`config.mk`:
```
export PLATFORM = sky130hd
export DESIGN_NAME = wrr_lock_arbiter
export DESIGN_NICKNAME = d
export VERILOG_FILES = /design/src/rtl/wrr_lock_arbiter.sv
export SDC_FILE = /design/constraint.sdc
export NUM_CORES = 1
export LEC_CHECK = 0
export BUFFER_PORTS_ARGS = -buffer_cell sky130_fd_sc_hd__buf_2
export CELL_PAD_IN_SITES_DETAIL_PLACEMENT = 1
export CELL_PAD_IN_SITES_GLOBAL_PLACEMENT = 1
export CORE_MARGIN = 2
export CORE_UTILIZATION = 49
export DETAILED_ROUTE_END_ITERATION = 12
export GPL_TIMING_DRIVEN = 0
export PLACE_DENSITY = 0.87
export SETUP_SLACK_MARGIN = 0.05
export SYNTH_ARGS = -nofsm -noshare
export SYNTH_HDL_FRONTEND = slang
export SYNTH_SLANG_ARGS = --single-unit
```
`constraint.sdc`:
```
create_clock -name clk -period 4.25 [get_ports clk]
set_clock_uncertainty 0.05 [all_clocks]
set_input_delay 0.6375 -clock clk [delete_from_list [all_inputs] [get_ports clk]]
set_output_delay 0.6375 -clock clk [all_outputs]
set_load 0.05 [all_outputs]
```
`src/rtl/wrr_lock_arbiter.sv`:
```
// Weighted round-robin arbiter with programmable weights and packet locking.
// A grant is held until the packet completes; each completed packet costs one credit.
module wrr_lock_arbiter #(
    parameter int               N               = 4,
    parameter int               W               = 3,
    parameter logic [N*W-1:0]   DEFAULT_WEIGHTS = {3'd4, 3'd2, 3'd1, 3'd1},
    parameter bit               PKT_LOCK        = 1'b1,
    localparam int              IW              = $clog2(N)
) (
    input  logic          clk,
    input  logic          rst,
    input  logic [N-1:0]  req,
    input  logic [N-1:0]  req_last,
    input  logic          ready,
    output logic [N-1:0]  grant,
    output logic          grant_valid,
    output logic [IW-1:0] grant_id,
    input  logic          cfg_we,
    input  logic [IW-1:0] cfg_idx,
    input  logic [W-1:0]  cfg_weight,
    output logic          refill
);

    typedef enum logic {IDLE, BUSY} state_e;

    state_e        state_q, state_d;
    logic [N-1:0]  grant_q, grant_d;
    logic [IW-1:0] grant_id_q, grant_id_d;
    logic [IW-1:0] ptr_q, ptr_d;
    logic          refill_q, refill_d;
    logic [W-1:0]  weight_q [N];
    logic [W-1:0]  weight_d [N];
    logic [W-1:0]  credit_q [N];
    logic [W-1:0]  credit_d [N];

    logic [N-1:0]  eligible;
    logic [N-1:0]  can_refill;
    logic          found;
    logic [IW-1:0] pick_idx;
    logic [IW-1:0] scan_idx;
    logic          beat;
    logic          done;

    always_comb begin
        for (int k = 0; k < N; k++) begin
            eligible[k]   = req[k] && (credit_q[k] != '0);
            can_refill[k] = req[k] && (weight_q[k] != '0);
        end
    end

    // Circular first-eligible search starting at the round-robin pointer.
    always_comb begin
        found    = 1'b0;
        pick_idx = '0;
        scan_idx = '0;
        for (int i = 0; i < N; i++) begin
            scan_idx = IW'((int'(ptr_q) + i) % N);
            if (!found && eligible[scan_idx]) begin
                found    = 1'b1;
                pick_idx = scan_idx;
            end
        end
    end

    assign beat = ready && req[grant_id_q];
    assign done = beat && (req_last[grant_id_q] || !PKT_LOCK);

    always_comb begin
        state_d    = state_q;
        grant_d    = grant_q;
        grant_id_d = grant_id_q;
        ptr_d      = ptr_q;
        refill_d   = 1'b0;
        credit_d   = credit_q;
        weight_d   = weight_q;

        unique case (state_q)
            IDLE: begin
                if (found) begin
                    grant_d           = '0;
                    grant_d[pick_idx] = 1'b1;
                    grant_id_d        = pick_idx;
                    state_d           = BUSY;
                end else if (can_refill != '0) begin
                    credit_d = weight_q;
                    refill_d = 1'b1;
                end
            end
            BUSY: begin
                if (done) begin
                    if (credit_q[grant_id_q] != '0) begin
                        credit_d[grant_id_q] = credit_q[grant_id_q] - 1'b1;
                    end
                    ptr_d      = (int'(grant_id_q) == N - 1) ? '0 : grant_id_q + 1'b1;
                    grant_d    = '0;
                    grant_id_d = '0;
                    state_d    = IDLE;
                end
            end
            default: state_d = IDLE;
        endcase

        // Weight writes only land in weight_q; credits pick them up at the next refill.
        if (cfg_we && (int'(cfg_idx) < N)) begin
            weight_d[cfg_idx] = cfg_weight;
        end
    end

    always_ff @(posedge clk or posedge rst) begin
        if (rst) begin
            state_q    <= IDLE;
            grant_q    <= '0;
            grant_id_q <= '0;
            ptr_q      <= '0;
            refill_q   <= 1'b0;
            for (int k = 0; k < N; k++) begin
                weight_q[k] <= DEFAULT_WEIGHTS[k*W +: W];
                credit_q[k] <= DEFAULT_WEIGHTS[k*W +: W];
            end
        end else begin
            state_q    <= state_d;
            grant_q    <= grant_d;
            grant_id_q <= grant_id_d;
            ptr_q      <= ptr_d;
            refill_q   <= refill_d;
            weight_q   <= weight_d;
            credit_q   <= credit_d;
        end
    end

    assign grant       = grant_q;
    assign grant_valid = |grant_q;
    assign grant_id    = grant_id_q;
    assign refill      = refill_q;

endmodule

```
[Word-level counts from Yosys, hierarchy flattened]
Cells that the tools add are included.
Cells by class
  $lt $le $gt $ge: 11
  $add $sub $neg: 5
  multipliers: 0
  div/mod/pow operators: 0
  equal/unequal tests: 6
  shift-type cells: 0
  reductions and logical operators: 33
  multiplexer cells: 49
  bitwise gates (word level): 3
Operators with widths (number)
  12-bit 2-to-1 mux: 4
  3-bit nonzero test: 9
  12-bit bitwise mux: 2
  12-bit one-hot mux with 2 select lines: 1
  2-bit by 3-bit < comparator with 1-bit output, second input constant: 6
  1-bit logical AND: 16
  1-bit 2-to-1 mux: 16
  2-bit 2-to-1 mux: 7
  1-bit binary-select mux with 2-bit select: 6
  3-bit demux with 2-bit select: 2
  3-bit 2-to-1 mux: 4
  4-bit 2-to-1 mux: 2
  4-bit one-hot mux with 2 select lines: 1
  3-bit binary-select mux with 2-bit select: 1
  3-bit greater-or-equal comparator, second input constant: 2
  3-bit by 1-bit < comparator with 1-bit output, second input constant: 2
  2-bit inequality test, second input constant: 3
  2-bit NOT with 3-bit output: 2
  2-bit by 1-bit adder with 2-bit output, second input constant: 2
  2-bit adder, second input constant: 2
  2-bit by 1-bit inequality test with 1-bit output, second input constant: 2
  2-bit one-hot mux with 2 select lines: 1
  2-bit AND reduction: 2
  4-bit AND reduction: 1
  other kinds (9): 11
Storage, ports and cells
  logic and storage cells: 120
  RAM bits: 0
  bits in read-only memories: 0
  memories kept: 0
  bits in latches: 0
  output and inout port bits: 8
  register bits: 34
  input port bits: 17

[Depth between registers and ports, before layout]
Gate-level depths: netlist of run 1.
  word-level depth: 20
  gate-level depth with buffers: 10
  mapped depth without buffers: 9

[Least setup slack after synthesis of run 1]
Ideal clock, no wire load.
  kind: register to register
  from: register grant_id_q[0], in the netlist grant_id[0]
  to: register credit_q[11] (netlist name)
  clock period less this slack: 2488 ps
  slack: 1762 ps
  required time: 4074 ps
  data arrival time: 2312 ps
  path buffers: 0
  library setup time: 126 ps
  cell stages (with the launch flop): 9
  cell sequence: dfrtp_1 > mux4_1 > inv_1 > ha_1 > nand2b_1 > mux2i_1 > and3_1 > a221oi_1 > nand2_1
On the way
  longest elaborated chain between the ends: 9
  elaborated cells between the ends (all ways): 24
  those cells by class: add/sub (1); order compare (2); eq/ne (2); mux (13); bitwise (1); reduce/logical (5)
RTL lines
  from (decl): line 28  | logic [IW-1:0] grant_id_q, grant_id_d;
  from (signal assigned): line 123  | grant_id_q <= grant_id_d;
  2-bit NOT with 3-bit output (not written as such): line 91, 92
  3-bit binary-select mux with 2-bit select, or another cell as far along: line 91, 92
  3-bit 2-to-1 mux (not written as such) / 1-bit logical AND (equally long branches): line 91, 92
  3-bit 2-to-1 mux, on equally long branches: line 91, 92
  3-bit by 1-bit subtractor with 3-bit output / 3-bit demux with 2-bit select (equally long branches): line 92  | credit_d[grant_id_q] = credit_q[grant_id_q] - 1'b1;
  12-bit bitwise mux: line 92
  12-bit 2-to-1 mux: line 91  | if (credit_q[grant_id_q] != '0) begin
  12-bit 2-to-1 mux: line 90  | if (done) begin
  12-bit one-hot mux with 2 select lines: line 77  | unique case (state_q)
  to (signal, indexed assignment): line 118  | credit_q[k] <= DEFAULT_WEIGHTS[k*W +: W];
  to (signal assigned): line 127  | credit_q <= credit_d;
  to (decl): line 33  | logic [W-1:0] credit_q [N];
Parallel ways exist; a longest one is shown, timed or not. The select of a mux whose other input is x is not followed.
A chain may end at the register's enable or synchronous reset.

[Worst setup path in the final report of run 1]
Ends and elaborated chain as after synthesis.

==> summary.md, run 1 <==
| Metric | Value |
|---|---|
| Placed cells | 257 |
| Pre-CTS setup slack | about 1.8 ns |
| Setup violators final | 0 |
| R2R depth | 8 |
| Worst Path Class, Setup | reg2reg |
| DR top layer | met4 |
| Post_cts resized | 0 |
| Measured slew at the worst slew-check pin | 0.672 ns |
| Crit path cell chain | mux4_1, inv_1, ha_1, nand2b_1, mux2i_1, and3_1, a221oi_1, nand2_1 |
| Met1 Wirelength | around 2500 um |
| Slowest stage cell, crit path | mux4_1 |
| Total Power | 1.60 mW |
| Gr usage total | between 20% and 30% |
| Clk pwr share | between 10% and 20% |
| Critical path required time | 4.38 ns |
| Predominant post-synthesis flop cell | dfrtp_1 |
| Met3 wire len | around 280 um |
| Share of cells above drive strength 1 | 30.6% |
| Port bufs | 24 |
| Yosys Warn Count | 0 |
| Unrepaired setup endpoints after global routing | false |
| WL met2 | 3170 um |
| Final WL | 6140 um |
| FMAX | 406 MHz |
| I/O pin count | 25 |
| Critical path launch point type | register |
| # hold bufs at CTS | 0 |
| Setup tns final | 0 ns |
| Skew-Pair Late Insertion Delay | 0.30 ns |
| Arrival @ worst endpoint | 2.59 ns |
| DR WL/cell | 23.1 um |
| Number of global-route vias before repair | 1789 |
| Critical Path Fanout Max | 9 |
| Finished Core Util | between 50% and 60% |
| Layout Cell Area excl Fill | between 2000 and 2500 um2 |
| Logic pwr share | 48.2% |
| Initial antenna violation count | 0 |
| CP delay by family, top | multiplexers |
| NetSw | 0.741 mW |
| # DRC | 0 |
| Syn Inst Count | 183 |
| Buf+Inv Stages, Crit Path | 1 |
| Power per cell area | 701 nW/um2 |
| Number of vias after detailed routing | around 1.7k |
| Async S/R FF share, synth | 100% |
| Slew Limit Headroom | 54.9% |
| First-pass GRT wire length | 9470 um |
| Crit path time final | 2.46 ns |
| Grt total ovfl | 0 |
| Synth Register Bits | 34 |
| First-pass DRT Iterations | 4 |
| Max Cap Viol | 0 |
| R2r setup slk | 1.79 ns |
| Hold Fails Final Rpt | 0 |
| Area delta synth->final | 15.7% |
| Setup crit end kind | register |
| VDD IR-drop max | about 0.37 mV |
| Number of routed nets with antenna violations | 0 |
| Slowest cell delay on critical path | 0.61 ns |
| Post-layout nets | 238 |
| Worst flop-to-flop path startpoint | grant_id[0] |
| Clock Pin Slew Worst Setup and Hold Paths | 0.07 ns |
| Largest net degree at the start of global routing | 35 |
| Max clock buf depth | 2 |
| Sequential cell area | 861 um2 |
| Final WS setup | 1.79 ns |
| Mapped Nets | around 210 |
| FF-to-FF End | credit_q[11] |
| Placed inst area | 2160 um2 |
| Starting Density | 50.0% |
| H-tree levels | 2 |
| Die height | between 60 and 70 um |
| DIE AREA | 4550 um2 |
| Sequential Power Share | approximately 35% |
| Setup crit start | grant_id[0] |
| Worst Hold Class | in2async |
| Root Buffer | clkbuf_8 |
| Internal | between 0.8 and 0.9 mW |
| Sw frac | 46.3% |
| Commonest cells after routing, fill and taps aside | dfrtp_1, buf_2, nand2_1 |
| Dpl hpwl | roughly 4500 um |
| Global placer's final weighted congestion | 0.868 |
| Final Max Slew Viols | 0 |
| Syn_area_per_cell | approximately 11 um2 |
| Post-synthesis cell type count | 46 |
| Fin crit share | 57.9% |
| Row count | 23 |
| Via density | 6.53 |
| Antenna Cells | 0 |
| Most common cell after layout, fill and taps aside | dfrtp_1 |
| P_leak | 1.02 nW |
| Synthesized area | 1970 um2 |
| Die width | roughly 67 um |
| Area of the multi-input gates | 1040 um2 |
| WHS | 0.300 ns |
| Cts bufs inserted | 5 |
| Post-CTS setup repair buffer count | 0 |
| CTS tree | yes |
| DR iter-0 viols | between 100 and 150 |
| Register area share after synthesis | 43.6% |
| Clock Sinks | 34 |
| EDFF count, synth | 0 |
| Status | completed |
| Core box area | roughly 3900 um2 |
| Final non-filler cell total | 266 |
| # fillers | approximately 420 |
worst max-delay path by stage:
| stage | end | slack (ns) | cells past startpoint |
|---|---|---|---|
| after floorplan | credit_q[11] | 1.76 | 8 |
| final | credit_q[11] | 1.79 | 8 |
| after global placement | credit_q[11] | 1.88 | 8 |
| after detailed placement | credit_q[11] | 1.82 | 8 |
| after CTS | credit_q[11] | 1.80 | 8 |
| after global routing | credit_q[11] | 1.63 | 8 |
cells by family (layout without fill, tap and decap cells):
kind of cell | after synthesis | after routing | share of synthesized area [%]
compound gates | 57 | 57 | 21.8
fa+ha+maj | 6 | 6 | 3.80
flops | 34 | 34 | 43.6
simple gates | 51 | 51 | 14.1
mux | 20 | 20 | 13.3
buf+inv | 15 | 48 | 3.42
flip-flops by register name (all words and copies together), names as in the netlist:
register	cells
credit_q	12
grant	4
grant_id	2
ptr_q	2
refill	1
state_q	1
weight_q	12
cell type report:
type	count	share of cell area, %
inverters	10	1.64
flip-flops and latches	34	37.7
well taps	50	2.74
multi-input cells	134	45.8
repair buffers	25	6.47
plain buffers	5	1.32
clock inverters	2	0.713
clock buffers	6	3.62
cell usage after synthesis (6+ instances only):
cell | number | share of area, %
a21oi_1 | 10 | 2.5
dfrtp_1 | 26 | 33
dfstp_2 | 8 | 11
ha_1 | 6 | 3.8
inv_1 | 8 | 1.5
mux2_2 | 13 | 7.4
nand2_1 | 16 | 3.0
nor2_1 | 8 | 1.5
o2bb2ai_1 | 9 | 4.0
o31ai_1 | 9 | 3.4
power by group through the flow:
stage,Combinational (mW),Sequential (mW),Clock [mW]
6_report,0.771,0.567,0.262
5_1_grt,0.825,0.579,0.277
4_1_cts,0.751,0.557,0.265
3_5_place_dp,0.744,0.561,0
3_3_place_gp,0.709,0.551,0
2_1_floorplan,0.483,0.604,0
layer usage:
metal  global-route usage, %  up-vias
li1                        -      769
met1                    37.0      876
met2                    50.2       73
met3                    4.00       19
met4                    12.8        0
met5                       0        -
Power figures use the tool's default switching activity.
==> run 2, diff against run 1 <==
--- a/config.mk
+++ b/config.mk
@@ -5,14 +5,15 @@
 export SDC_FILE = /design/constraint.sdc
 export NUM_CORES = 1
 export LEC_CHECK = 0
+export ABC_AREA = 1
 export BUFFER_PORTS_ARGS = -buffer_cell sky130_fd_sc_hd__buf_2
 export CELL_PAD_IN_SITES_DETAIL_PLACEMENT = 1
 export CELL_PAD_IN_SITES_GLOBAL_PLACEMENT = 1
 export CORE_MARGIN = 2
-export CORE_UTILIZATION = 49
+export CORE_UTILIZATION = 42
 export DETAILED_ROUTE_END_ITERATION = 12
 export GPL_TIMING_DRIVEN = 0
-export PLACE_DENSITY = 0.87
+export PLACE_DENSITY = 0.82
 export SETUP_SLACK_MARGIN = 0.05
 export SYNTH_ARGS = -nofsm -noshare
 export SYNTH_HDL_FRONTEND = slang
==> constraint.sdc (replaced) <==
create_clock -name clk -period 2.45 [get_ports clk]
set_clock_uncertainty 0.05 [all_clocks]
set_input_delay 0.3675 -clock clk [delete_from_list [all_inputs] [get_ports clk]]
set_output_delay 0.3675 -clock clk [all_outputs]
set_load 0.05 [all_outputs]
==> summary.md, run 2 <==
| Metric | Value |
|---|---|
| Status | completed |
| DR WL/cell | 16.1 um (-30%) |
| I/O pin count | 25 (unchanged) |
| EDFF count, synth | 0 (unchanged) |
| Setup tns final | 0 ns (unchanged) |
| Gr usage total | 24.0% (-5.3 points) |
| DIE AREA | 5570 um2 (+23%) |
| # fillers | 651 (+56%) |
| Arrival @ worst endpoint | 2.49 ns (-0.10 ns) |
| Die height | 74.7 um (+11%) |
| # DRC | 0 (unchanged) |
| Top-area cell type share of the netlist area | 31.0% (-1.9 points) |
| Final WS setup | 0.0918 ns (-1.70 ns) |
| FMAX | 424 MHz (+4.4%) |
| Global placer's final weighted congestion | 0.871 (+0.38%) |
| P_leak | 1.26 nW (+23%) |
| Dpl hpwl | 4680 um (+5.1%) |
| Synth area leaders | dfrtp_1, nand2_1, dfstp_2, nand3_1, o21ai_0 |
| Setup crit end kind | register |
| Cts bufs inserted | 5 (unchanged) |
| Number of routed nets with antenna violations | 0 (unchanged) |
| Layout Cell Area excl Fill | 2440 um2 (+6.9%) |
| Pre-CTS setup slack | 0.0237 ns (-1.80 ns) |
| Max clock buf depth | 2 (unchanged) |
| Setup violators final | 0 (unchanged) |
| # hold bufs at CTS | 0 (unchanged) |
| Hold Fails Final Rpt | 0 (unchanged) |
| Skew-Pair Late Insertion Delay | 0.30 ns (about the same) |
| First-pass DRT Iterations | 4 (unchanged) |
| Antenna Cells | 0 (unchanged) |
| Top post-synthesis cells by count | nand2_1, nand3_1, o21ai_0, dfrtp_1, inv_1 |
| Area delta synth->final | 16.3% |
| Most numerous cell in the Yosys netlist | nand2_1 |
| Syn Inst Count | 286 (+56%) |
| DR iter-0 viols | 86 (-38%) |
| Die width | 74.7 um (+11%) |
| Via density | 5.22 (-20%) |
| Async S/R FF share, synth | 100% (unchanged) |
| Core box area | 4750 um2 (+21%) |
| Port bufs | 24 (unchanged) |
| CTS tree | yes |
| Most common cell after layout, fill and taps aside | nand2_1 |
| Largest net degree at the start of global routing | 35 (unchanged) |
| Setup crit start | grant_id[0] |
| H-tree levels | 2 (unchanged) |
| Final WL | 6240 um (+1.6%) |
| Measured slew at the worst slew-check pin | 0.715 ns (+0.0429 ns) |
| Synth Register Bits | 34 (unchanged) |
| R2R depth | 10 (+2) |
| Post-layout nets | 343 (+44%) |
| Worst Path Class, Setup | reg2reg |
| Total Power | 3.52 mW (+120%) |
| Max Cap Viol | 0 (unchanged) |
| Starting Density | 44.1% (-5.9 points) |
| Critical path required time | 2.59 ns (-1.79 ns) |
| Critical path launch point type | register |
| Number of vias after detailed routing | 2024 (+17%) |
| Unrepaired setup endpoints after global routing | false |
| Post-synthesis cell type count | 32 (-30%) |
| FF-to-FF End | credit_q[11] |
| WHS | 0.128 ns (-0.172 ns) |
| Post-synth top area cell | dfrtp_1 |
| Slew Limit Headroom | 52.2% (-2.7 points) |
| GRT met1 Usage | 30.5% (-6.5 points) |
| R2r setup slk | 0.09 ns (-1.70 ns) |
| Synthesized area | 2100 um2 (+6.3%) |
| Placed inst area | 2300 um2 (+6.7%) |
| First-pass GRT wire length | 9870 um (+4.2%) |
| Critical Path Fanout Max | 10 (+1) |
| Initial antenna violation count | 0 (unchanged) |
| Grt total ovfl | 0 (unchanged) |
| Fin crit share | 96.3% (+38 points) |
| Clock Sinks | 34 (unchanged) |
| Power per cell area | 1440 nW/um2 (+110%) |
| Commonest cells after routing, fill and taps aside | nand2_1, nand3_1, o21ai_0 |
| Share of cells above drive strength 1 | 21.2% (-9.4 points) |
| Root Buffer | clkbuf_8 |
| Final Max Slew Viols | 0 (unchanged) |
| Row count | 25 (+8.7%) |
| Clock Pin Slew Worst Setup and Hold Paths | 0.08 ns (about the same) |
| Worst Hold Class | in2async |
| Syn_area_per_cell | 7.33 um2 (-32%) |
| Register area share after synthesis | 41.1% (-2.6 points) |
| Number of global-route vias before repair | 2059 (+15%) |
| Yosys Warn Count | 0 (unchanged) |
| Crit path time final | 2.36 ns (-0.103 ns) |
| Global-route met2 utilization | 39.9% (-10 points) |
| VDD IR-drop max | 0.817 mV (+120%) |
| Crit path capture | credit_q[11] |
| Predominant post-synthesis flop cell | dfrtp_1 |
| M3 GR Usage | 4.82% (+0.82 points) |
| Mapped Nets | 309 (+50%) |
| Worst flop-to-flop path startpoint | grant_id[0] |
| Most Crowded Layer GR | met2 |
## run 2: how the worst min path moves through the flow
stage / startpoint / end / cells past startpoint
after floorplan: credit_q[5] / credit_q[5] / 2
after CTS: cfg_weight[2] / weight_q[2] / 3
after global routing: rst / grant_id[0] / 2
final: rst / grant_id[1] / 2
after detailed placement: credit_q[9] / credit_q[9] / 2
after global placement: credit_q[9] / credit_q[9] / 2
## run 2: kinds of logic (layout without fill, tap and decap cells)
| group | Yosys count | count (layout) | share of synthesized area [%] |
|---|---|---|---|
| XOR/XNOR | 2 | 2 | 1.19 |
| flip-flops | 34 | 34 | 41.0 |
| AO/OA/AOI/OAI | 40 | 40 | 10.8 |
| adder cells (fa/ha/maj) | 6 | 6 | 3.58 |
| buffers and inverters | 31 | 66 | 6.50 |
| AND/OR/NAND/NOR | 173 | 173 | 36.9 |
## run 2: final cells by class
type	instances	area, um2	area share, %
multi-input cells	221	1120	45.9
flip-flops and latches	34	862	35.4
repair buffers	26	135	5.54
inverters	26	101	4.16
clock buffers	7	86.3	3.54
well taps	67	83.8	3.44
plain buffers	5	41.3	1.69
clock inverters	1	5.00	0.205
repair inverters	1	5.00	0.205
## run 2: where the power goes
| part | switching, mW | internal [mW] | total (mW) | leakage [nW] |
|---|---|---|---|---|
| combinational | 1.48 | 0.656 | 2.14 | 0.794 |
| sequential | 0.164 | 0.770 | 0.934 | 0.418 |
| clock | 0.222 | 0.227 | 0.449 | 0.0482 |
## run 2: metal layers
metal,wire length (um),vias to the layer above,part of all wire (%)
li1,-,1018,-
met1,2900,946,46
met2,2950,38,47
met3,204,22,3.3
met4,192,0,3.1
met5,0,-,0
## run 2: worst max-delay path: stages (launching register included)
cell and delay, ns:
dfrtp_1 0.44, clkbuf_4 0.21, nor2_1 0.13, inv_1 0.08, a32oi_4 0.25, inv_1 0.11
ha_1 0.20, xor2_1 0.38, o21ai_0 0.18, nand3_1 0.14, nand2_1 0.06
## run 2: what timing repair did
action | in CTS | in global routing
pin swaps | 0 | 2
setup buffers | 0 | 2
gates cloned | 0 | 1
endpoints found under the setup margin | 12 | 12
resized for setup | 1 | 4
## run 2: metrics by stage
step | std cells | utilization [%]
2_1_floorplan | 286 | -
3_3_place_gp | 377 | 48.4
3_5_place_dp | 377 | 48.4
4_1_cts | 385 | 50.5
5_1_grt | 388 | 51.3
6_report | 388 | 51.3
==> run 3, diff against run 2 <==
--- a/config.mk
+++ b/config.mk
@@ -10,10 +10,10 @@
 export CELL_PAD_IN_SITES_DETAIL_PLACEMENT = 1
 export CELL_PAD_IN_SITES_GLOBAL_PLACEMENT = 1
 export CORE_MARGIN = 2
-export CORE_UTILIZATION = 42
+export CORE_UTILIZATION = 36
 export DETAILED_ROUTE_END_ITERATION = 12
 export GPL_TIMING_DRIVEN = 0
-export PLACE_DENSITY = 0.82
+export PLACE_DENSITY = 0.72
 export SETUP_SLACK_MARGIN = 0.05
 export SYNTH_ARGS = -nofsm -noshare
 export SYNTH_HDL_FRONTEND = slang
==> summary.md, run 3 (synthesized netlist as in run 2, its figures left out) <==
| Metric | Value |
|---|---|
| Worst Hold Class | in2async |
| Core box area | 5570 um2 (+17%) |
| Final non-filler cell total | 392 (+1.0%) |
| Slew Limit Headroom | 50.9% (-1.3 points) |
| H-tree levels | 2 (unchanged) |
| Share of cells above drive strength 1 | 20.6% (-0.56 points) |
| Setup crit start | grant_id[1] |
| Placed inst area | 2310 um2 (+0.27%) |
| Finished Core Util | 44.0% (-7.2 points) |
| Gr usage total | 20.2% (-3.8 points) |
| WHS | 0.142 ns (+0.0140 ns) |
| FMAX | 456 MHz (+7.5%) |
| Hold Fails Final Rpt | 0 (unchanged) |
| Skew-Pair Late Insertion Delay | 0.30 ns (about the same) |
| CP delay by family, top | compound AO/OA/AOI/OAI gates |
| Commonest cells after routing, fill and taps aside | nand2_1, nand3_1, o21ai_0 |
| Port bufs | 24 (unchanged) |
| Grt total ovfl | 0 (unchanged) |
| DR iter-0 viols | 62 (-28%) |
| # hold bufs at CTS | 0 (unchanged) |
| Critical Path Fanout Max | 8 (-2) |
| Critical path required time | 2.60 ns (about the same) |
| VDD IR-drop max | 0.717 mV (-12%) |
| DIE AREA | 6450 um2 (+16%) |
| Setup crit end kind | register |
| Buf+Inv Stages, Crit Path | 2 (-1) |
| Cts bufs inserted | 5 (unchanged) |
| Via density | 5.09 (-2.5%) |
| Area of the multi-input gates | 1120 um2 (unchanged) |
| Setup tns final | 0 ns (unchanged) |
| R2r setup slk | 0.26 ns (+0.16 ns) |
| Global placer's final weighted congestion | 0.830 (-4.7%) |
| First-pass DRT Iterations | 4 (unchanged) |
| Worst flop-to-flop path startpoint | grant_id[1] |
| Row count | 27 (+8.0%) |
| Slowest cell delay on critical path | 0.49 ns (+0.05 ns) |
| Fin crit share | 89.6% (-6.7 points) |
| Die width | 80.3 um (+7.6%) |
| CTS tree | yes |
| Status | completed |
| Placed cells | 382 (+1.3%) |
| Max Cap Viol | 0 (unchanged) |
| Critical path launch point type | register |
| Number of vias after detailed routing | 1994 (-1.5%) |
| Final WL | 5930 um (-4.9%) |
| Measured slew at the worst slew-check pin | 0.735 ns (+0.0199 ns) |
| R2R depth | 8 (-2) |
| FF-to-FF End | credit_q[8] |
| # DRC | 0 (unchanged) |
| Post-layout nets | 342 (-0.29%) |
| Crit path cell chain | clkinvlp_4, a32oi_4, inv_1, ha_1, xor2_1, o21ai_0, nand3_1, nand2_1 |
| First-pass GRT wire length | 9970 um (+1.0%) |
| Setup violators final | 0 (unchanged) |
| Power per cell area | 1440 nW/um2 (-0.39%) |
| Crit path capture | credit_q[8] |
| Worst Path Class, Setup | reg2reg |
| Crit path time final | 2.19 ns (-0.164 ns) |
| Initial antenna violation count | 0 (unchanged) |
| Worst path depth | 8 (-2) |
| Final Max Slew Viols | 0 (unchanged) |
| Clock Pin Slew Worst Setup and Hold Paths | 0.08 ns (about the same) |
| Starting Density | 37.6% (-6.5 points) |
| Unrepaired setup endpoints after global routing | false |
| Area delta synth->final | 17.1% |
| Clock Sinks | 34 (unchanged) |
| Arrival @ worst endpoint | 2.34 ns (-0.15 ns) |
| Slowest stage cell, crit path | dfrtp_1 |
| Most common cell after layout, fill and taps aside | nand2_1 |
| Number of routed nets with antenna violations | 0 (unchanged) |
| Sequential cell area | 861 um2 (-0.15%) |
| Number of global-route vias before repair | 2058 (-0.049%) |
| DR WL/cell | 15.1 um (-5.9%) |
| Layout Cell Area excl Fill | 2450 um2 (+0.67%) |
| P_leak | 1.26 nW (+0.29%) |
| Antenna Cells | 0 (unchanged) |
| Largest net degree at the start of global routing | 35 (unchanged) |
| Max clock buf depth | 2 (unchanged) |
| Die height | 80.3 um (+7.6%) |
| I/O pin count | 25 (unchanged) |
| Root Buffer | clkbuf_8 |
| Dpl hpwl | 4660 um (-0.40%) |
| # fillers | 740 (+14%) |
[run 3: cell count changes in the layout (fill, tap and decap cells not counted)]
cell,previous run,this run
dfrtp_1,25,26
clkinv_2,1,0
clkbuf_4,1,0
clkinvlp_4,1,2
buf_2,24,25
bufinv_16,0,1
clkbuf_8,6,5
clkinvlp_2,1,0
dfrtp_2,1,0
[run 3: how the worst min path moves through the flow]
stage	start	end	cells past startpoint
5_1_grt	rst	credit_q[7]	2
3_5_place_dp	credit_q[9]	credit_q[9]	2
4_1_cts	cfg_weight[0]	weight_q[6]	3
3_3_place_gp	credit_q[9]	credit_q[9]	2
6_report	rst	credit_q[7]	2
2_1_floorplan	credit_q[5]	credit_q[5]	2
[run 3: routing by layer]
metal  track usage (%)  wire, um
met1              26.0      2740
met2              34.5      2930
met4              5.76        88
met3              3.82       169
met5                 0         0
[run 3: what timing repair did]
item,4_1_cts,5_1_grt
pin swaps,0,0
gates resized for setup,1,2
setup endpoints to repair,3,12
gates cloned,0,0
buffers inserted,0,2
[run 3: metrics by stage]
stage / setup WS (ns) / power, mW
2_1_floorplan: 0.175 / 2.47
3_3_place_gp: 0.0915 / 2.94
3_5_place_dp: 0.0563 / 2.98
4_1_cts: 0.137 / 3.52
5_1_grt: 0.0454 / 3.85
6_report: 0.256 / 3.53
[run 3: final cells by class]
| type | instances | share of cell area (%) |
|---|---|---|
| buffer | 5 | 1.58 |
| clock buffer | 6 | 2.96 |
| clock inverter | 2 | 1.53 |
| inverter | 26 | 4.13 |
| multi-input combinational | 221 | 45.6 |
| sequential | 34 | 35.1 |
| tap | 72 | 3.67 |
| timing repair buffer | 26 | 5.50 |
[run 3: power breakdown]
group | switching [mW] | total, mW | internal (mW)
Clock | 0.219 | 0.522 | 0.304
Sequential | 0.155 | 0.924 | 0.769
Combinational | 1.44 | 2.09 | 0.643
